<file path="config.mk">
export PLATFORM = sky130hd
export DESIGN_NAME = dispense_monitor
export DESIGN_NICKNAME = d
export VERILOG_FILES = /design/src/rtl/dispense_monitor.sv
export SDC_FILE = /design/constraint.sdc
export NUM_CORES = 1
export LEC_CHECK = 0
export CAP_MARGIN = 20
export CORE_MARGIN = 2
export CORE_UTILIZATION = 55
export DETAILED_ROUTE_END_ITERATION = 10
export DONT_BUFFER_PORTS = 1
export GPL_ROUTABILITY_DRIVEN = 0
export HOLD_SLACK_MARGIN = 0.06
export PLACE_DENSITY = 0.73
export SYNTH_ARGS = -nofsm -noshare
export SYNTH_HDL_FRONTEND = slang
export SYNTH_SLANG_ARGS = --single-unit
export TNS_END_PERCENT = 100
</file>
<file path="constraint.sdc">
create_clock -name clock -period 1.65 [get_ports clock]
set_input_delay 0.2475 -clock clock [delete_from_list [all_inputs] [get_ports clock]]
set_output_delay 0.2475 -clock clock [all_outputs]
set_load 0.01 [all_outputs]
</file>
<file path="src/rtl/dispense_monitor.sv">
// ============================================================================
//  Module      : dispense_monitor
//  Description : Pill-drop monitor for the dispense path. Synchronizes and
//                debounces the beam-break sensor, counts pills against the
//                expected dose, and reports completion, spurious drops,
//                re-dispense requests and faults.
//  Revision    : 1.0 - initial release
// ----------------------------------------------------------------------------
//  Parameters
//    DEBOUNCE_CYCLES : stable synchronized samples needed to change the
//                      filtered sensor level (>= 1)
//    TIMEOUT_CYCLES  : cycles allowed between start / last pill / retry and
//                      the next pill (>= 2)
//    MAX_RETRIES     : re-dispense requests before declaring fault (0..7)
//
//  Ports
//    clock    in   system clock, rising edge
//    reset    in   asynchronous active-high reset
//    start    in   dispense commanded (accepted in IDLE, DONE, FAULT)
//    expected in   [2:0] pills expected, sampled on accepted start
//    sensor   in   raw asynchronous beam-break input, 1 = beam broken
//    busy     out  high while waiting for pills (WAIT, RETRY)
//    retry    out  one-cycle re-dispense request
//    done     out  one-cycle dose-complete pulse
//    fault    out  sticky: dose not completed
//    extra    out  sticky: pill seen while not waiting for one
//    dropped  out  [2:0] pills counted for the current dose (saturating)
//
//  Build option
//    DISPENSE_MONITOR_RETRY_EN : when defined, a timeout issues up to
//                                MAX_RETRIES re-dispense requests before
//                                faulting. When undefined, every timeout
//                                faults immediately and retry stays 0.
// ============================================================================

`default_nettype none

module dispense_monitor #(
    parameter int DEBOUNCE_CYCLES = 4,
    parameter int TIMEOUT_CYCLES  = 1000,
    parameter int MAX_RETRIES     = 2
) (
    input  logic       clock,
    input  logic       reset,
    input  logic       start,
    input  logic [2:0] expected,
    input  logic       sensor,
    output logic       busy,
    output logic       retry,
    output logic       done,
    output logic       fault,
    output logic       extra,
    output logic [2:0] dropped
);

    // ------------------------------------------------------------------------
    // Constants
    // ------------------------------------------------------------------------
    localparam int c_DB_W  = (DEBOUNCE_CYCLES > 1) ? $clog2(DEBOUNCE_CYCLES) : 1;
    localparam int c_TMR_W = $clog2(TIMEOUT_CYCLES);

    localparam logic [c_DB_W-1:0]  c_DB_LAST  = c_DB_W'(DEBOUNCE_CYCLES - 1);
    localparam logic [c_TMR_W-1:0] c_TMR_LAST = c_TMR_W'(TIMEOUT_CYCLES - 1);

    typedef enum logic [2:0] {
        S_IDLE  = 3'd0,
        S_WAIT  = 3'd1,
        S_RETRY = 3'd2,
        S_DONE  = 3'd3,
        S_FAULT = 3'd4
    } state_t;

    // ------------------------------------------------------------------------
    // Sensor path: 2-flop synchronizer, debounce filter, rising-edge detect
    // ------------------------------------------------------------------------
    logic              r_sync1;
    logic              r_sync2;
    logic              r_filt;
    logic              r_filt_d;
    logic [c_DB_W-1:0] r_db_cnt;
    logic              r_pill;

    always_ff @(posedge clock or posedge reset) begin
        if (reset) begin
            r_sync1  <= 1'b0;
            r_sync2  <= 1'b0;
            r_filt   <= 1'b0;
            r_filt_d <= 1'b0;
            r_db_cnt <= '0;
            r_pill   <= 1'b0;
        end else begin
            r_sync1  <= sensor;
            r_sync2  <= r_sync1;
            r_filt_d <= r_filt;
            // Pill pulse is the registered 0->1 transition of the filtered level.
            r_pill   <= r_filt & ~r_filt_d;

            // Count consecutive disagreeing samples; any agreeing sample
            // restarts the run.
            if (r_sync2 != r_filt) begin
                if (r_db_cnt == c_DB_LAST) begin
                    r_filt   <= r_sync2;
                    r_db_cnt <= '0;
                end else begin
                    r_db_cnt <= r_db_cnt + 1'b1;
                end
            end else begin
                r_db_cnt <= '0;
            end
        end
    end

    // ------------------------------------------------------------------------
    // Dose-control state machine
    // ------------------------------------------------------------------------
    state_t             r_state;
    logic [2:0]         r_expected;
    logic [2:0]         r_dropped;
    logic [c_TMR_W-1:0] r_timer;
    logic               r_busy;
    logic               r_retry;
    logic               r_done;
    logic               r_fault;
    logic               r_extra;

    logic [2:0]         w_dropped_inc;
    logic               w_retry_ok;

    assign w_dropped_inc = (r_dropped == 3'd7) ? 3'd7 : (r_dropped + 3'd1);

`ifdef DISPENSE_MONITOR_RETRY_EN
    localparam logic [2:0] c_RETRY_LIMIT = 3'(MAX_RETRIES);
    logic [2:0] r_retries;
    assign w_retry_ok = (r_retries < c_RETRY_LIMIT);
`else
    // Without the retry feature every timeout faults; r_retry is never set,
    // so the retry output is constant 0.
    assign w_retry_ok = 1'b0;
`endif

    always_ff @(posedge clock or posedge reset) begin
        if (reset) begin
            r_state    <= S_IDLE;
            r_expected <= 3'd0;
            r_dropped  <= 3'd0;
            r_timer    <= '0;
            r_busy     <= 1'b0;
            r_retry    <= 1'b0;
            r_done     <= 1'b0;
            r_fault    <= 1'b0;
            r_extra    <= 1'b0;
`ifdef DISPENSE_MONITOR_RETRY_EN
            r_retries  <= 3'd0;
`endif
        end else begin
            r_retry <= 1'b0;
            r_done  <= 1'b0;

            case (r_state)
                S_IDLE, S_DONE, S_FAULT: begin
                    if (start) begin
                        r_expected <= expected;
                        r_timer    <= '0;
                        r_fault    <= 1'b0;
                        r_extra    <= 1'b0;
`ifdef DISPENSE_MONITOR_RETRY_EN
                        r_retries  <= 3'd0;
`endif
                        if (expected == 3'd0) begin
                            r_dropped <= 3'd0;
                            r_state   <= S_DONE;
                            r_done    <= 1'b1;
                            r_busy    <= 1'b0;
                        end else if (r_pill) begin
                            // A pill coinciding with start belongs to the new
                            // dose and may complete it outright.
                            r_dropped <= 3'd1;
                            if (expected == 3'd1) begin
                                r_state <= S_DONE;
                                r_done  <= 1'b1;
                                r_busy  <= 1'b0;
                            end else begin
                                r_state <= S_WAIT;
                                r_busy  <= 1'b1;
                            end
                        end else begin
                            r_dropped <= 3'd0;
                            r_state   <= S_WAIT;
                            r_busy    <= 1'b1;
                        end
                    end else begin
                        if (r_pill) begin
                            r_extra <= 1'b1;
                        end
                        if (r_state == S_DONE) begin
                            r_state <= S_IDLE;
                        end
                    end
                end

                S_WAIT: begin
                    if (r_pill) begin
                        // A pill takes priority over a coincident timeout.
                        r_dropped <= w_dropped_inc;
                        r_timer   <= '0;
                        if (w_dropped_inc == r_expected) begin
                            r_state <= S_DONE;
                            r_done  <= 1'b1;
                            r_busy  <= 1'b0;
                        end
                    end else if (r_timer == c_TMR_LAST) begin
                        if (w_retry_ok) begin
                            r_state   <= S_RETRY;
                            r_retry   <= 1'b1;
                            r_timer   <= '0;
`ifdef DISPENSE_MONITOR_RETRY_EN
                            r_retries <= r_retries + 3'd1;
`endif
                        end else begin
                            r_state <= S_FAULT;
                            r_fault <= 1'b1;
                            r_busy  <= 1'b0;
                        end
                    end else begin
                        r_timer <= r_timer + 1'b1;
                    end
                end

                S_RETRY: begin
                    // Single-cycle state; a pill here is outside WAIT.
                    if (r_pill) begin
                        r_extra <= 1'b1;
                    end
                    r_state <= S_WAIT;
                end

                default: begin
                    r_state <= S_IDLE;
                    r_busy  <= 1'b0;
                end
            endcase
        end
    end

    assign busy    = r_busy;
    assign retry   = r_retry;
    assign done    = r_done;
    assign fault   = r_fault;
    assign extra   = r_extra;
    assign dropped = r_dropped;

endmodule

`default_nettype wire

</file>
==> impl_metrics.tcl <==
set metrics [dict create \
    clock-root-buffer "sky130_fd_sc_hd__clkbuf_4" \
    gr-usage-all-layers_pct 21.91 \
    power_switching_share_pct 35.98 \
    cp.required_ns 1.89 \
    fin_area_mm2 0.001896 \
    syn_std_cell_area_mm2 0.001575 \
    hold_path_depth 2 \
    kind_of_start_point_of_the_critical_path "flop" \
    post-route-drc-count 0 \
    classification_of_the_worst_setup_path "reg2reg" \
    fillCellCount 203 \
    netSwitchingPower_mw 1.222 \
    globalRouteOverflowTotal 0 \
    crit_fanout 4 \
    grt_pass1_wl_mm 5.375 \
    fin_crit_ns 1.692 \
    ant_nets 0 \
    ff2ff_path_depth 6 \
    syn_nets 157 \
    rows 19 \
    die-width_um 57.52 \
    clk_transition_reported_paths_ns 0.10 \
    routedWlPerCell_um 15.21 \
    maxSlewViolCount 0 \
    maximum_clock_path_buffer_count 2 \
    status "complete, but fails checks" \
    dp_hpwl_mm 2.155 \
    drtPass1Iterations 4 \
    syn_avg_cell_area_um2 10.72 \
    grt_start_max_net_pins 31 \
    cts_tree "done" \
    p_clk_share_pct 23.0 \
    post_synth_num_cell_types 48 \
    cts_max_level 2 \
    synth_async_reset_ratio_pct 100.0 \
    num_antenna_cells 0 \
    start_util_pct 57.62 \
    areaGrowthSynthToFinish_pct 20.33 \
    number_of_global_route_vias_before_repair 1242 \
    crit_arrival_ns 1.93 \
    dominantRegCellSynth "sky130_fd_sc_hd__dfrtp_1" \
    final_report_hold_violation_count 0 \
    power_density_mw_per_mm2 1792 \
    power_leakage_nw 0.8661 \
    fp.dieArea_mm2 0.003308 \
    violations "negative setup slack" \
    final_layout_size_suffix_gt1_share_pct 25.29 \
    core_region_area_mm2 0.002734 \
    cts_sinks 30 \
    power_frac_seq_pct 34.6 \
    seq_area_frac_synth_pct 47.66 \
    finalWirelength_mm 3.058 \
    cell_internal_pwr_mw 2.174 \
    setup_skew_ns 0.01236 \
    comb_power_share_pct 42.4 \
    max_clock_freq_mhz 590.9 \
    num-nets-final 179 \
    unrepaired_setup_endpoints_after_global_routing "true" \
    holdCritStartpoint "start" \
    port_buffers 0 \
    postSynthCellCount 147 \
    die_h_um 57.52 \
    most-common-layout-cells "sky130_fd_sc_hd__dfrtp_1, sky130_fd_sc_hd__buf_4, sky130_fd_sc_hd__nand2_1" \
    synth_seq_cells 30 \
    timing.hold.worst.class "in2reg" \
    final-setup-viol-count 1 \
    max_cap_viol_count 0 \
    synthesis.yosys.warnings 0 \
    fin_total_pwr_mw 3.396 \
    fin_crit_share_pct 102.6 \
    regToRegStartpoint "dropped[1]" \
    critical_path.endpoint_type "flop" \
    drtIter0Drc 50 \
    vdd_ir_drop_max_v 0.001324 \
    synth_edf_count 0 \
    routed_via_density 6.015 \
    cts_buffers 5 \
    timing.critical_path.from "dropped[1]" \
    setup_slack_ns -0.04234 \
    placement.cell_area_mm2 0.001669 \
    num_io_pins 15 \
    grt_antenna_before_repair 0 \
    clock_insertion_delay_worst_skew_ns 0.35 \
    routed-via-count 1209 \
    mostFrequentLayoutCell "sky130_fd_sc_hd__dfrtp_1" \
]
-- cell families after synthesis --
| family | Yosys count | share of synthesized area [%] |
|---|---|---|
| simple gates | 56 | 22.16 |
| compound gates | 34 | 15.25 |
| flops | 30 | 47.66 |
| buf+inv | 10 | 3.891 |
| mux | 7 | 5.083 |
| xor+xnor | 6 | 3.336 |
| fa+ha+maj | 3 | 2.383 |
| other cells | 1 | 0.2381 |
-- path summary, 6_finish.rpt --
| kind | to | slack, ns |
|---|---|---|
| worst max register to register | busy | -0.04 |
| max in group asynchronous | r_state[0] | 0.95 |
| worst min register to register | r_sync2 | 0.36 |
| worst min-delay path | done | 0.10 |
| min in group asynchronous | r_timer[5] | 0.41 |
| worst max-delay path | busy | -0.04 |
-- critical path, stage by stage (launching register included) --
cell and delay, ns:
sky130_fd_sc_hd__dfrtp_1 0.42, sky130_fd_sc_hd__ha_4 0.20, sky130_fd_sc_hd__nor2_4 0.09, sky130_fd_sc_hd__o221ai_2 0.14, sky130_fd_sc_hd__nor4_4 0.34, sky130_fd_sc_hd__o21ai_2 0.10
sky130_fd_sc_hd__mux2_4 0.30
-- cells in the mapped netlist, types with 3 or more instances --
cell	count	area (µm²)
sky130_fd_sc_hd__nor2_1	10	37.54
sky130_fd_sc_hd__o21ai_1	6	30.03
sky130_fd_sc_hd__nor2b_1	3	18.77
sky130_fd_sc_hd__xor2_1	4	35.03
sky130_fd_sc_hd__ha_1	3	37.54
sky130_fd_sc_hd__inv_1	4	15.01
sky130_fd_sc_hd__o21ai_0	4	20.02
sky130_fd_sc_hd__nand2_1	14	52.55
sky130_fd_sc_hd__a21oi_1	6	30.03
sky130_fd_sc_hd__nand3_1	5	25.02
sky130_fd_sc_hd__buf_4	4	30.03
sky130_fd_sc_hd__and2_1	4	25.02
sky130_fd_sc_hd__dfrtp_1	30	750.7
sky130_fd_sc_hd__and3_1	3	18.77
sky130_fd_sc_hd__nand2b_1	4	25.02
sky130_fd_sc_hd__mux2_1	3	33.78
-- power groups by stage --
| stage | registers, mW | logic [mW] | clock network (mW) |
|---|---|---|---|
| after floorplan | 1.10 | 1.06 | 0 |
| after global placement | 1.17 | 1.28 | 0 |
| after detailed placement | 1.19 | 1.33 | 0 |
| after CTS | 1.19 | 1.40 | 0.791 |
| after global routing | 1.20 | 1.61 | 0.821 |
| final | 1.17 | 1.44 | 0.781 |
-- registers in the layout, indices dropped and copies added, names as in the netlist, 2 cells and up --
name and flops:
r_timer 10, dropped 3, r_expected 3, r_state 3, r_db_cnt 2
-- area by class of cell --
cell class                      instances  area (µm²)  share of cell area [%]
Multi-Input combinational cell        107       805.8                   42.51
Sequential cell                        30       752.0                   39.67
Timing Repair Buffer                   21       172.7                   9.109
Clock inverter                          2       60.06                   3.168
Clock buffer                            6       51.30                   2.706
Tap cell                               31       38.79                   2.046
Inverter                                4       15.01                  0.7921
-- stage by stage --
step | cells | setup slack (ns) | util [%] | hold WS, ns | TNS (ns)
6_report | 201 | -0.04234 | 69.34 | 0.1039 | -0.04234
5_1_grt | 201 | -0.1353 | 69.34 | 0.1217 | -0.2492
4_1_cts | 199 | -0.02584 | 68.60 | 0.1135 | -0.02584
3_3_place_gp | 184 | -0.1064 | 61.05 | 0.2246 | -0.1064
2_1_floorplan | 147 | -0.1222 | - | 0.2789 | -0.1222
3_5_place_dp | 184 | -0.1373 | 61.05 | 0.2378 | -0.1373
-- timing repair --
| action | 4_1_cts | 5_1_grt |
|---|---|---|
| hold endpoints to repair | 38 | 0 |
| gates cloned | 0 | 0 |
| endpoints found under the setup margin | 2 | 13 |
| hold buffers | 6 | 0 |
| resized for setup | 6 | 2 |
| pin swaps | 3 | 1 |
| buffers inserted | 1 | 2 |
-- layer usage --
layer / vias up / routed length (µm) / global-route usage, %
li1: 576 / - / -
met4: 0 / 43 / 11.96
met3: 6 / 152 / 4.762
met5: - / 0 / 0
met2: 23 / 1579 / 38.31
met1: 604 / 1282 / 24.60
(Power assumes the default switching activity.)
